--- src/rtl/sensor_stream_scheduler.sv ---
// sensor_stream_scheduler
//
// Merges frames from an ADS1292 (72-bit read-data-continuous frame) and an
// MPR121 (12 touch bits) into framed byte packets for a UART transmitter:
//   0xA5, TYPE (0x01 ADS / 0x02 touch), DATA bytes MSB first, [CSUM]
// Each source has a one-deep pending register; frames arriving while it is
// occupied (and not being granted that cycle) are dropped and counted.
// Round-robin arbitration between the sources; ADS wins first after reset.
//
// Configuration macro:
//   SENSOR_SCHED_CHECKSUM_EN - when defined, a trailing checksum byte (XOR of
//   TYPE and all DATA bytes) is appended to every packet.
//
// Ports:
//   clk                 system clock, rising edge
//   rstn                asynchronous active-low reset
//   ads_frame_in        ADS1292 frame (status + 2 channels)
//   ads_frame_valid_in  single-cycle strobe qualifying ads_frame_in
//   touch_status_in     MPR121 electrode touch bits
//   touch_valid_in      single-cycle strobe qualifying touch_status_in
//   tx_data_out         byte to UART
//   tx_valid_out        tx_data_out holds a byte
//   tx_ready_in         UART accepts; transfer when valid and ready
//   drop_count_out      saturating count of discarded frames
//   busy_out            high whenever the FSM is not idle
module sensor_stream_scheduler (
  input  logic        clk,
  input  logic        rstn,
  input  logic [71:0] ads_frame_in,
  input  logic        ads_frame_valid_in,
  input  logic [11:0] touch_status_in,
  input  logic        touch_valid_in,
  output logic [7:0]  tx_data_out,
  output logic        tx_valid_out,
  input  logic        tx_ready_in,
  output logic [7:0]  drop_count_out,
  output logic        busy_out
);

`ifdef SENSOR_SCHED_CHECKSUM_EN
  typedef enum logic [2:0] {StIdle, StHdr, StType, StData, StCsum} state_e;
`else
  typedef enum logic [2:0] {StIdle, StHdr, StType, StData} state_e;
`endif

  state_e      state_q, state_d;
  logic [71:0] ads_pend_q, ads_pend_d;
  logic        ads_flag_q, ads_flag_d;
  logic [11:0] touch_pend_q, touch_pend_d;
  logic        touch_flag_q, touch_flag_d;
  logic [71:0] shift_q, shift_d;
  logic        src_touch_q, src_touch_d;
  // Set means touch was granted last, so ADS wins the next tie.
  logic        last_touch_q, last_touch_d;
  logic [3:0]  cnt_q, cnt_d;
  logic [7:0]  tx_data_q, tx_data_d;
  logic [7:0]  drop_q, drop_d;
`ifdef SENSOR_SCHED_CHECKSUM_EN
  logic [7:0]  csum_q, csum_d;
`endif

  logic       grant_ads, grant_touch, xfer;
  logic       ads_take, ads_drop, touch_take, touch_drop;
  logic [8:0] drop_sum;

  assign tx_valid_out   = (state_q != StIdle);
  assign busy_out       = (state_q != StIdle);
  assign tx_data_out    = tx_data_q;
  assign drop_count_out = drop_q;
  assign xfer           = tx_valid_out & tx_ready_in;

  // Arbitration happens only in idle.
  always_comb begin
    grant_ads   = 1'b0;
    grant_touch = 1'b0;
    if (state_q == StIdle) begin
      if (ads_flag_q && (!touch_flag_q || last_touch_q)) begin
        grant_ads = 1'b1;
      end else if (touch_flag_q) begin
        grant_touch = 1'b1;
      end
    end
  end

  // A grant frees the pending slot in the same cycle, so a coincident
  // strobe is captured rather than dropped.
  always_comb begin
    ads_take   = ads_frame_valid_in & (~ads_flag_q | grant_ads);
    ads_drop   = ads_frame_valid_in & ads_flag_q & ~grant_ads;
    touch_take = touch_valid_in & (~touch_flag_q | grant_touch);
    touch_drop = touch_valid_in & touch_flag_q & ~grant_touch;

    ads_pend_d   = ads_take ? ads_frame_in : ads_pend_q;
    ads_flag_d   = ads_take ? 1'b1 : (grant_ads ? 1'b0 : ads_flag_q);
    touch_pend_d = touch_take ? touch_status_in : touch_pend_q;
    touch_flag_d = touch_take ? 1'b1 : (grant_touch ? 1'b0 : touch_flag_q);

    drop_sum = {1'b0, drop_q} + {8'h00, ads_drop} + {8'h00, touch_drop};
    drop_d   = drop_sum[8] ? 8'hFF : drop_sum[7:0];
  end

  always_comb begin
    state_d      = state_q;
    shift_d      = shift_q;
    src_touch_d  = src_touch_q;
    last_touch_d = last_touch_q;
    cnt_d        = cnt_q;
    tx_data_d    = tx_data_q;
`ifdef SENSOR_SCHED_CHECKSUM_EN
    csum_d       = csum_q;
`endif
    case (state_q)
      StIdle: begin
        if (grant_ads) begin
          shift_d      = ads_pend_q;
          src_touch_d  = 1'b0;
          last_touch_d = 1'b0;
          tx_data_d    = 8'hA5;
          state_d      = StHdr;
        end else if (grant_touch) begin
          // Touch payload is left-aligned so both sources shift out from [71:64].
          shift_d      = {4'h0, touch_pend_q, 56'h0};
          src_touch_d  = 1'b1;
          last_touch_d = 1'b1;
          tx_data_d    = 8'hA5;
          state_d      = StHdr;
        end
      end
      StHdr: begin
        if (xfer) begin
          tx_data_d = src_touch_q ? 8'h02 : 8'h01;
`ifdef SENSOR_SCHED_CHECKSUM_EN
          csum_d    = src_touch_q ? 8'h02 : 8'h01;
`endif
          state_d   = StType;
        end
      end
      StType: begin
        if (xfer) begin
          tx_data_d = shift_q[71:64];
          shift_d   = {shift_q[63:0], 8'h00};
`ifdef SENSOR_SCHED_CHECKSUM_EN
          csum_d    = csum_q ^ shift_q[71:64];
`endif
          // Bytes remaining after the one just loaded.
          cnt_d     = src_touch_q ? 4'd1 : 4'd8;
          state_d   = StData;
        end
      end
      StData: begin
        if (xfer) begin
          if (cnt_q == 4'd0) begin
`ifdef SENSOR_SCHED_CHECKSUM_EN
            tx_data_d = csum_q;
            state_d   = StCsum;
`else
            tx_data_d = 8'h00;
            state_d   = StIdle;
`endif
          end else begin
            tx_data_d = shift_q[71:64];
            shift_d   = {shift_q[63:0], 8'h00};
`ifdef SENSOR_SCHED_CHECKSUM_EN
            csum_d    = csum_q ^ shift_q[71:64];
`endif
            cnt_d     = cnt_q - 4'd1;
          end
        end
      end
`ifdef SENSOR_SCHED_CHECKSUM_EN
      StCsum: begin
        if (xfer) begin
          tx_data_d = 8'h00;
          state_d   = StIdle;
        end
      end
`endif
      default: begin
        tx_data_d = 8'h00;
        state_d   = StIdle;
      end
    endcase
  end

  always_ff @(posedge clk or negedge rstn) begin
    if (!rstn) begin
      state_q      <= StIdle;
      ads_pend_q   <= '0;
      ads_flag_q   <= 1'b0;
      touch_pend_q <= '0;
      touch_flag_q <= 1'b0;
      shift_q      <= '0;
      src_touch_q  <= 1'b0;
      last_touch_q <= 1'b1;  // ADS has priority after reset
      cnt_q        <= '0;
      tx_data_q    <= 8'h00;
      drop_q       <= 8'h00;
`ifdef SENSOR_SCHED_CHECKSUM_EN
      csum_q       <= 8'h00;
`endif
    end else begin
      state_q      <= state_d;
      ads_pend_q   <= ads_pend_d;
      ads_flag_q   <= ads_flag_d;
      touch_pend_q <= touch_pend_d;
      touch_flag_q <= touch_flag_d;
      shift_q      <= shift_d;
      src_touch_q  <= src_touch_d;
      last_touch_q <= last_touch_d;
      cnt_q        <= cnt_d;
      tx_data_q    <= tx_data_d;
      drop_q       <= drop_d;
`ifdef SENSOR_SCHED_CHECKSUM_EN
      csum_q       <= csum_d;
`endif
    end
  end

endmodule

--- config.mk ---
export PLATFORM = sky130hd
export DESIGN_NAME = sensor_stream_scheduler
export DESIGN_NICKNAME = d
export VERILOG_FILES = /design/src/rtl/sensor_stream_scheduler.sv
export SDC_FILE = /design/constraint.sdc
export NUM_CORES = 1
export LEC_CHECK = 0
export CORE_UTILIZATION = 40
export DETAILED_ROUTE_END_ITERATION = 7
export DONT_BUFFER_PORTS = 1
export PLACE_DENSITY = 0.67
export SLEW_MARGIN = 20
export SYNTH_ARGS = -nofsm -noshare
export SYNTH_HDL_FRONTEND = slang
export SYNTH_SLANG_ARGS = --single-unit
export TNS_END_PERCENT = 100
--- constraint.sdc ---
create_clock -name clk -period 2.5 [get_ports clk]
set_input_delay 0.375 -clock clk [delete_from_list [all_inputs] [get_ports clk]]
set_output_delay 0.375 -clock clk [all_outputs]
set_load 0.01 [all_outputs]
==> results.md, run 1 <==
- Syn nets: 787
- Class of the tightest hold or removal check: input port to asynchronous set/reset pin
- Final Critical Period: 2.303 ns
- Clk sinks: 182
- Die Y: 146.2 µm
- Post-place setup slack: 0.1069 ns
- Core outline area: 0.02030 mm²
- Setup crit start kind: flip-flop
- Max Clk Rate: 0.4342 GHz
- Initial antenna violation count: 2
- Chip Width: 146.2 µm
- Register bit total from synthesis: 182
- Port Buf Inserts: 0
- Worst reg2reg setup slack: 0.20 ns
- Max Slew Vio Count: 0
- Yosys cell types: 44
- Vias in the first global route: 5168
- Post-Route WL: 16.91 mm
- Total GRT Usage: 0.1664
- Setup violators final: 0
- Worst-Skew Late Latency: 0.43 ns
- Final worst slack: 0.1972 ns
- Mapped cell area: 0.008320 mm²
- Clk root buf: clkbuf_16
- Via count: 5010
- Lkg Pwr: 0.004124 µW
- GRT overflow: 0
- Synth-to-layout area growth: 10.93%
- RSZ-0062 raised after global routing: no
- Die ar.: 0.02138 mm²
- Hpwl dp: 10.99 mm
- Total CTS buffers: 17
- Mean Syn Cell Area: 12.04 µm²
- Fraction of final layout cells with drive strength greater than 1: 0.2993
- DR pass1 iterations: 4
- Fin crit share: 0.9211
- Failing checks: hold timing
- Rel. slew slack: 0.5804
- Pwr/cell area: 1514 mW/mm²
- Final Util: 0.4547
- Seq/Total Area, Yosys: 0.5475
- Clk buf depth: 2
- Post-CTS Setup Repair Bufs: 0
- Fillers: 1870
- First DRT Iteration DRCs: 297
- Worst Path Required: 2.81 ns
- Final nets: 778
- Worst-path clk slew: 0.07 ns
- I/O pins: 107
- Starting density of the core: 0.4099
- Gp weighted congestion: 0.7828
- Hold WS: -0.3631 ns
- Syn Inst Count: 691
- Routed Antenna Nets: 0
- Kind of critical path: flip-flop to flip-flop
- CTS tree: built
- Vias per cell: 5.181
- Peak VDD IR: 0.8480 mV
- Worst Path Arrival: 2.61 ns
- Final TNS setup: 0 ns
- WL/cell: 17.49 µm
- Critical path peak fanout: 9
- H-tree depth: 4
- Status: complete, but fails checks
- Drt drc: 0
- # rows: 52
- First-pass GRT wire length: 27.54 mm
- Measured slew at the worst slew-check pin: 0.6257 ns
- Max cap viols: 0
- Ys Warns: 0
- CP endpoint kind: flip-flop
- Fin. Hold Viols: 182
- Worst Skew: 0.007827 ns
- Largest net degree at the start of global routing: 183
==> Yosys cell counts (all sizes together) <==
master	number	area (µm²)
nor2	21	86.33
nor3b	1	7.510
o211ai	1	7.510
o21ai	77	385.4
a21o	1	7.510
and2	2	12.51
o221ai	1	8.760
nor2b	3	18.77
nor3	3	20.02
a31oi	12	75.07
o21bai	1	7.510
xnor2	2	17.52
mux2i	1	10.01
or2	2	12.51
dfrtp	181	4529
a22o	11	96.34
a211oi	1	7.510
and4	1	8.760
buf	27	181.4
dfstp	1	26.28
nand3	13	65.06
a21oi	10	50.05
o32ai	1	8.760
a221o	3	30.03
ha	6	75.07
nand2	118	442.9
mux2	149	1903
nand2b	6	37.54
fa	1	20.02
and3	4	25.02
nand4	3	18.77
clkbuf	16	60.06
inv	9	33.78
a221oi	1	15.01
nor4b	1	8.760
==> final timing paths <==
check                              startpoint                 to  cells past startpoint
setup / recovery                   state_q[0]  drop_count_out[3]                     10
hold / removal                           rstn    touch_pend_q[3]                      0
setup reg to reg                   state_q[0]  drop_count_out[3]                     10
hold reg to reg                 ads_pend_q[7]         shift_q[7]                      1
max in group asynchronous                rstn        shift_q[16]                      0
min in group clk           ads_frame_valid_in         ads_flag_q                      1
==> per-layer routing <==
metal,share of wire,track usage
met4,0.010,0.06146
met2,0.48,0.2548
met3,0.050,0.05313
met5,0,0
met1,0.46,0.2208
==> state kept, by name, summed over array words and instances, names as in the netlist <==
| register | cells |
|---|---|
| touch_pend_q | 12 |
| shift_q | 72 |
| ads_pend_q | 72 |
| tx_data_out | 8 |
| ads_flag_q | 1 |
| state_q | 2 |
| touch_flag_q | 1 |
| src_touch_q | 1 |
| cnt_q | 4 |
| drop_count_out | 8 |
| last_touch_q | 1 |
==> stage by stage <==
stage / total power [µW] / cell area [µm²] / std cells
after detailed placement: 11310 / 8611 / 933
after global placement: 11150 / 8611 / 933
after floorplan: 9987 / 8335 / 691
after global routing: 14910 / 9230 / 967
after CTS: 14100 / 9211 / 965
final: 13970 / 9230 / 967
==> cells in the final DEF (no fill, tap or decap), types with 12 or more instances in the layout <==
master	count
dfrtp_1	181
nand2_1	116
mux2_2	86
o21ai_0	74
mux2_4	60
nor2_1	20
clkbuf_16	17
nand3_1	12
a31oi_1	12
==> critical path: stages, from the launching register on <==
cell and delay (ns):
dfrtp_1 0.41, inv_2 0.10, ha_4 0.18, and2_1 0.17, nand2_2 0.06, and3_1 0.19, fa_2 0.36, and4_1 0.21
and3_1 0.25, nand3_2 0.14, o21ai_0 0.11
==> layout make-up <==
cell class                 count  area (µm²)  area share
sequential                   182        4556      0.4936
multi-input combinational    457        3535      0.3829
clock buffer                  18       439.2     0.04758
tap                          270       337.8     0.03660
timing repair buffer          15       162.7     0.01762
clock inverter                14       161.4     0.01749
inverter                       9       33.78    0.003660
antenna                        2       5.005   0.0005422
==> power by group <==
| part | internal (µW) | switching, µW |
|---|---|---|
| clock | 1530 | 1200 |
| sequential | 4310 | 903 |
| combinational | 3060 | 2970 |
| total | 8900 | 5070 |
==> what timing repair did <==
item                                   CTS  global route
resized for setup                        0             4
endpoints found under the hold margin  182           182
setup endpoints to repair                0             8
==> cells by family (layout without fill, tap and decap cells) <==
family,count (synthesis),count (layout),share of synthesized area
AOI/OAI and AO/OA,120,120,0.08406
DFF,182,182,0.5475
and+or+nand+nor,178,178,0.09188
muxes,150,150,0.2299
buffers and inverters,52,56,0.03308
adders and majority gates,7,7,0.01143
xor gates and xnor gates,2,2,0.002106
other,0,2,0
Power figures use the tool's default switching activity.
==> run 2: changes to the inputs <==
--- a/config.mk
+++ b/config.mk
@@ -5,10 +5,13 @@
 export SDC_FILE = /design/constraint.sdc
 export NUM_CORES = 1
 export LEC_CHECK = 0
-export CORE_UTILIZATION = 40
+export CELL_PAD_IN_SITES_DETAIL_PLACEMENT = 2
+export CELL_PAD_IN_SITES_GLOBAL_PLACEMENT = 2
+export CORE_UTILIZATION = 39
 export DETAILED_ROUTE_END_ITERATION = 7
 export DONT_BUFFER_PORTS = 1
-export PLACE_DENSITY = 0.67
+export PLACE_DENSITY = 0.87
+export SETUP_SLACK_MARGIN = 0.3
 export SLEW_MARGIN = 20
 export SYNTH_ARGS = -nofsm -noshare
 export SYNTH_HDL_FRONTEND = slang
==> results.md, run 2 (same netlist as run 1, synthesis figures left out) <==
- Die Y: 148.1 µm (+1.3%)
- Worst Path Arrival: 2.54 ns (-0.07 ns)
- H-tree depth: 4 (unchanged)
- Hpwl dp: 14.16 mm (+29%)
- RSZ-0062 raised after global routing: yes
- Measured slew at the worst slew-check pin: 0.5804 ns (-0.04527 ns)
- Switching fraction of total power: 0.3896 (+0.02657)
- Power share of the combinational group: 0.456 (+0.025)
- Fillers: 2071 (+11%)
- Vias in the first global route: 6339 (+23%)
- Fraction of final layout cells with drive strength greater than 1: 0.3271 (+0.02786)
- CP delay by family, top: simple AND/OR/NAND/NOR gates
- Gp weighted congestion: 0.8184 (+4.5%)
- Total CTS buffers: 17 (unchanged)
- Worst Path Required: 2.82 ns (about the same)
- CP max stage cell: dfrtp_1
- Max Clk Rate: 0.4512 GHz (+3.9%)
- Critical path peak fanout: 7 (-2)
- GRT overflow: 0 (unchanged)
- Failing checks: hold timing
- Worst Reg2Reg Path Length in Cells: 10 (unchanged)
- Final Instance Area: 0.009407 mm² (+1.9%)
- Most frequent cells in the layout: dfrtp_1, nand2_1, mux2_2
- Setup violators final: 0 (unchanged)
- DR pass1 iterations: 4 (unchanged)
- Largest net degree at the start of global routing: 183 (unchanged)
- Class of the tightest hold or removal check: input port to asynchronous set/reset pin
- Routed Antenna Nets: 0 (unchanged)
- Max Slew Vio Count: 0 (unchanged)
- CP endpoint kind: flip-flop
- Total GRT Usage: 0.2155 (+0.04906)
- Clk buf depth: 2 (unchanged)
- First-pass GRT wire length: 35.75 mm (+30%)
- Initial antenna violation count: 0 (-2)
- Post-Route WL: 22.33 mm (+32%)
- Fin. Hold Viols: 182 (unchanged)
- Worst r2r src: state_q[0]
- Largest regs: ads_pend_q x72, shift_q x72, touch_pend_q x12
- Final Critical Period: 2.216 ns (-0.08673 ns)
- Max cap viols: 0 (unchanged)
- Die ar.: 0.02192 mm² (+2.5%)
- Int Pwr: 9158 µW (+2.9%)
- Via count: 5364 (+7.1%)
- Commonest non-fill, non-tap cell in the layout: dfrtp_1
- Final nets: 783 (+0.64%)
- Clk root buf: clkbuf_16
- Psw: 5847 µW (+15%)
- Synth-to-layout area growth: 13.05%
- Lkg Pwr: 0.004173 µW (+1.2%)
- Worst-Skew Late Latency: 0.44 ns (about the same)
- # rows: 53 (+1.9%)
- Hold WS: -0.3828 ns (-0.01969 ns)
- Fin crit share: 0.8864 (-0.03469)
- Final TNS setup: 0 ns (unchanged)
- Status: complete, but fails checks
- Drt drc: 0 (unchanged)
- Worst reg2reg setup slack: 0.28 ns (+0.09 ns)
- Starting density of the core: 0.3971 (-0.01282)
- Clk sinks: 182 (unchanged)
- WL/cell: 22.90 µm (+31%)
- Seq pwr share: 0.358 (-0.015)
- Setup crit start kind: flip-flop
- Kind of critical path: flip-flop to flip-flop
- Cell mode on critical path: and3_4
- Crit-path cells: inv_2 > ha_4 > and2_4 > nand2_8 > and3_4 > fa_2 > and4_4 > and3_4 > nand3_4 > o21ai_2
- First DRT Iteration DRCs: 242 (-19%)
- Pwr/cell area: 1595 mW/mm² (+5.4%)
- Worst-path clk slew: 0.08 ns (about the same)
- I/O pins: 107 (unchanged)
- Core outline area: 0.02096 mm² (+3.2%)
- Reg2reg end: drop_count_out[3]
- Worst Skew: 0.01223 ns (+0.004406 ns)
- Clock Power Share: 0.186 (-0.009)
- Number of inserted diodes: 0 (-2)
- Chip Width: 148.1 µm (+1.3%)
- Vias per cell: 5.502 (+6.2%)
- Placed Area: 0.008611 mm² (unchanged)
- WP buf/inv: 1 (unchanged)
- CTS tree: built
- Worst path max stage delay: 0.43 ns (+0.02 ns)
- Peak VDD IR: 0.5716 mV (-33%)
- Port Buf Inserts: 0 (unchanged)
- Rel. slew slack: 0.6109 (+0.03059)
## run 2: cell count changes in the layout (fill, tap and decap cells not counted), sizes merged
cell,previous run,this run
buf,15,20
clkinv,3,6
inv,17,14
diode,2,0
## run 2: worst max path at each step
stage | cells past startpoint | start | end | slack (ns)
5_1_grt | 10 | state_q[0] | drop_count_out[3] | 0.23
2_1_floorplan | 12 | state_q[1] | drop_count_out[6] | 0.18
4_1_cts | 7 | state_q[0] | shift_q[70] | 0.30
6_report | 10 | state_q[0] | drop_count_out[3] | 0.28
3_5_place_dp | 10 | state_q[1] | drop_count_out[3] | 0.13
3_3_place_gp | 6 | state_q[0] | shift_q[69] | 0.31
## run 2: per-stage QoR
stage	setup WS (ns)	utilization	std cells	hold slack [ns]	power (µW)
final	0.2839	0.4489	975	-0.3828	15000
after global routing	0.2280	0.4489	975	-0.4090	15860
after CTS	0.3046	0.4444	970	-0.3989	14970
after detailed placement	0.1342	0.4109	935	0.08452	11720
after global placement	0.3071	0.4109	935	0.08397	11150
after floorplan	0.1811	-	691	0.07941	10070
## run 2: final cells by class
| type | count | area, µm² | share of cell area |
|---|---|---|---|
| timing repair buffer | 20 | 226.5 | 0.02408 |
| inverter | 9 | 36.28 | 0.003857 |
| tap | 275 | 344.1 | 0.03658 |
| clock buffer | 18 | 439.2 | 0.04669 |
| clock inverter | 14 | 168.9 | 0.01796 |
| sequential | 182 | 4557 | 0.4844 |
| multi-input combinational | 457 | 3635 | 0.3864 |
## run 2: what timing repair did
| action | CTS | global route |
|---|---|---|
| cloned | 1 | 0 |
| pin swaps | 4 | 4 |
| buffers inserted | 2 | 5 |
| setup endpoints to repair | 130 | 83 |
| hold endpoints to repair | 182 | 182 |
| gates resized for setup | 11 | 20 |
## run 2: power by group through the flow
stage / clock, µW / combinational, µW / sequential, µW
3_5_place_dp: 0 / 6350 / 5370
5_1_grt: 2940 / 7410 / 5520
3_3_place_gp: 0 / 5890 / 5260
4_1_cts: 2840 / 6770 / 5350
6_report: 2780 / 6850 / 5370
2_1_floorplan: 0 / 5150 / 4920
## run 2: routing by layer
metal  share of wire  vias up  global-route usage  wire length [µm]
met2            0.54      114              0.3937             12070
met1            0.41     2833              0.2497              9156
met3           0.030       28             0.04294               680
met5               0        -                   0                 0
met4           0.019        0             0.07474               418
li1                -     2389                   -                 -
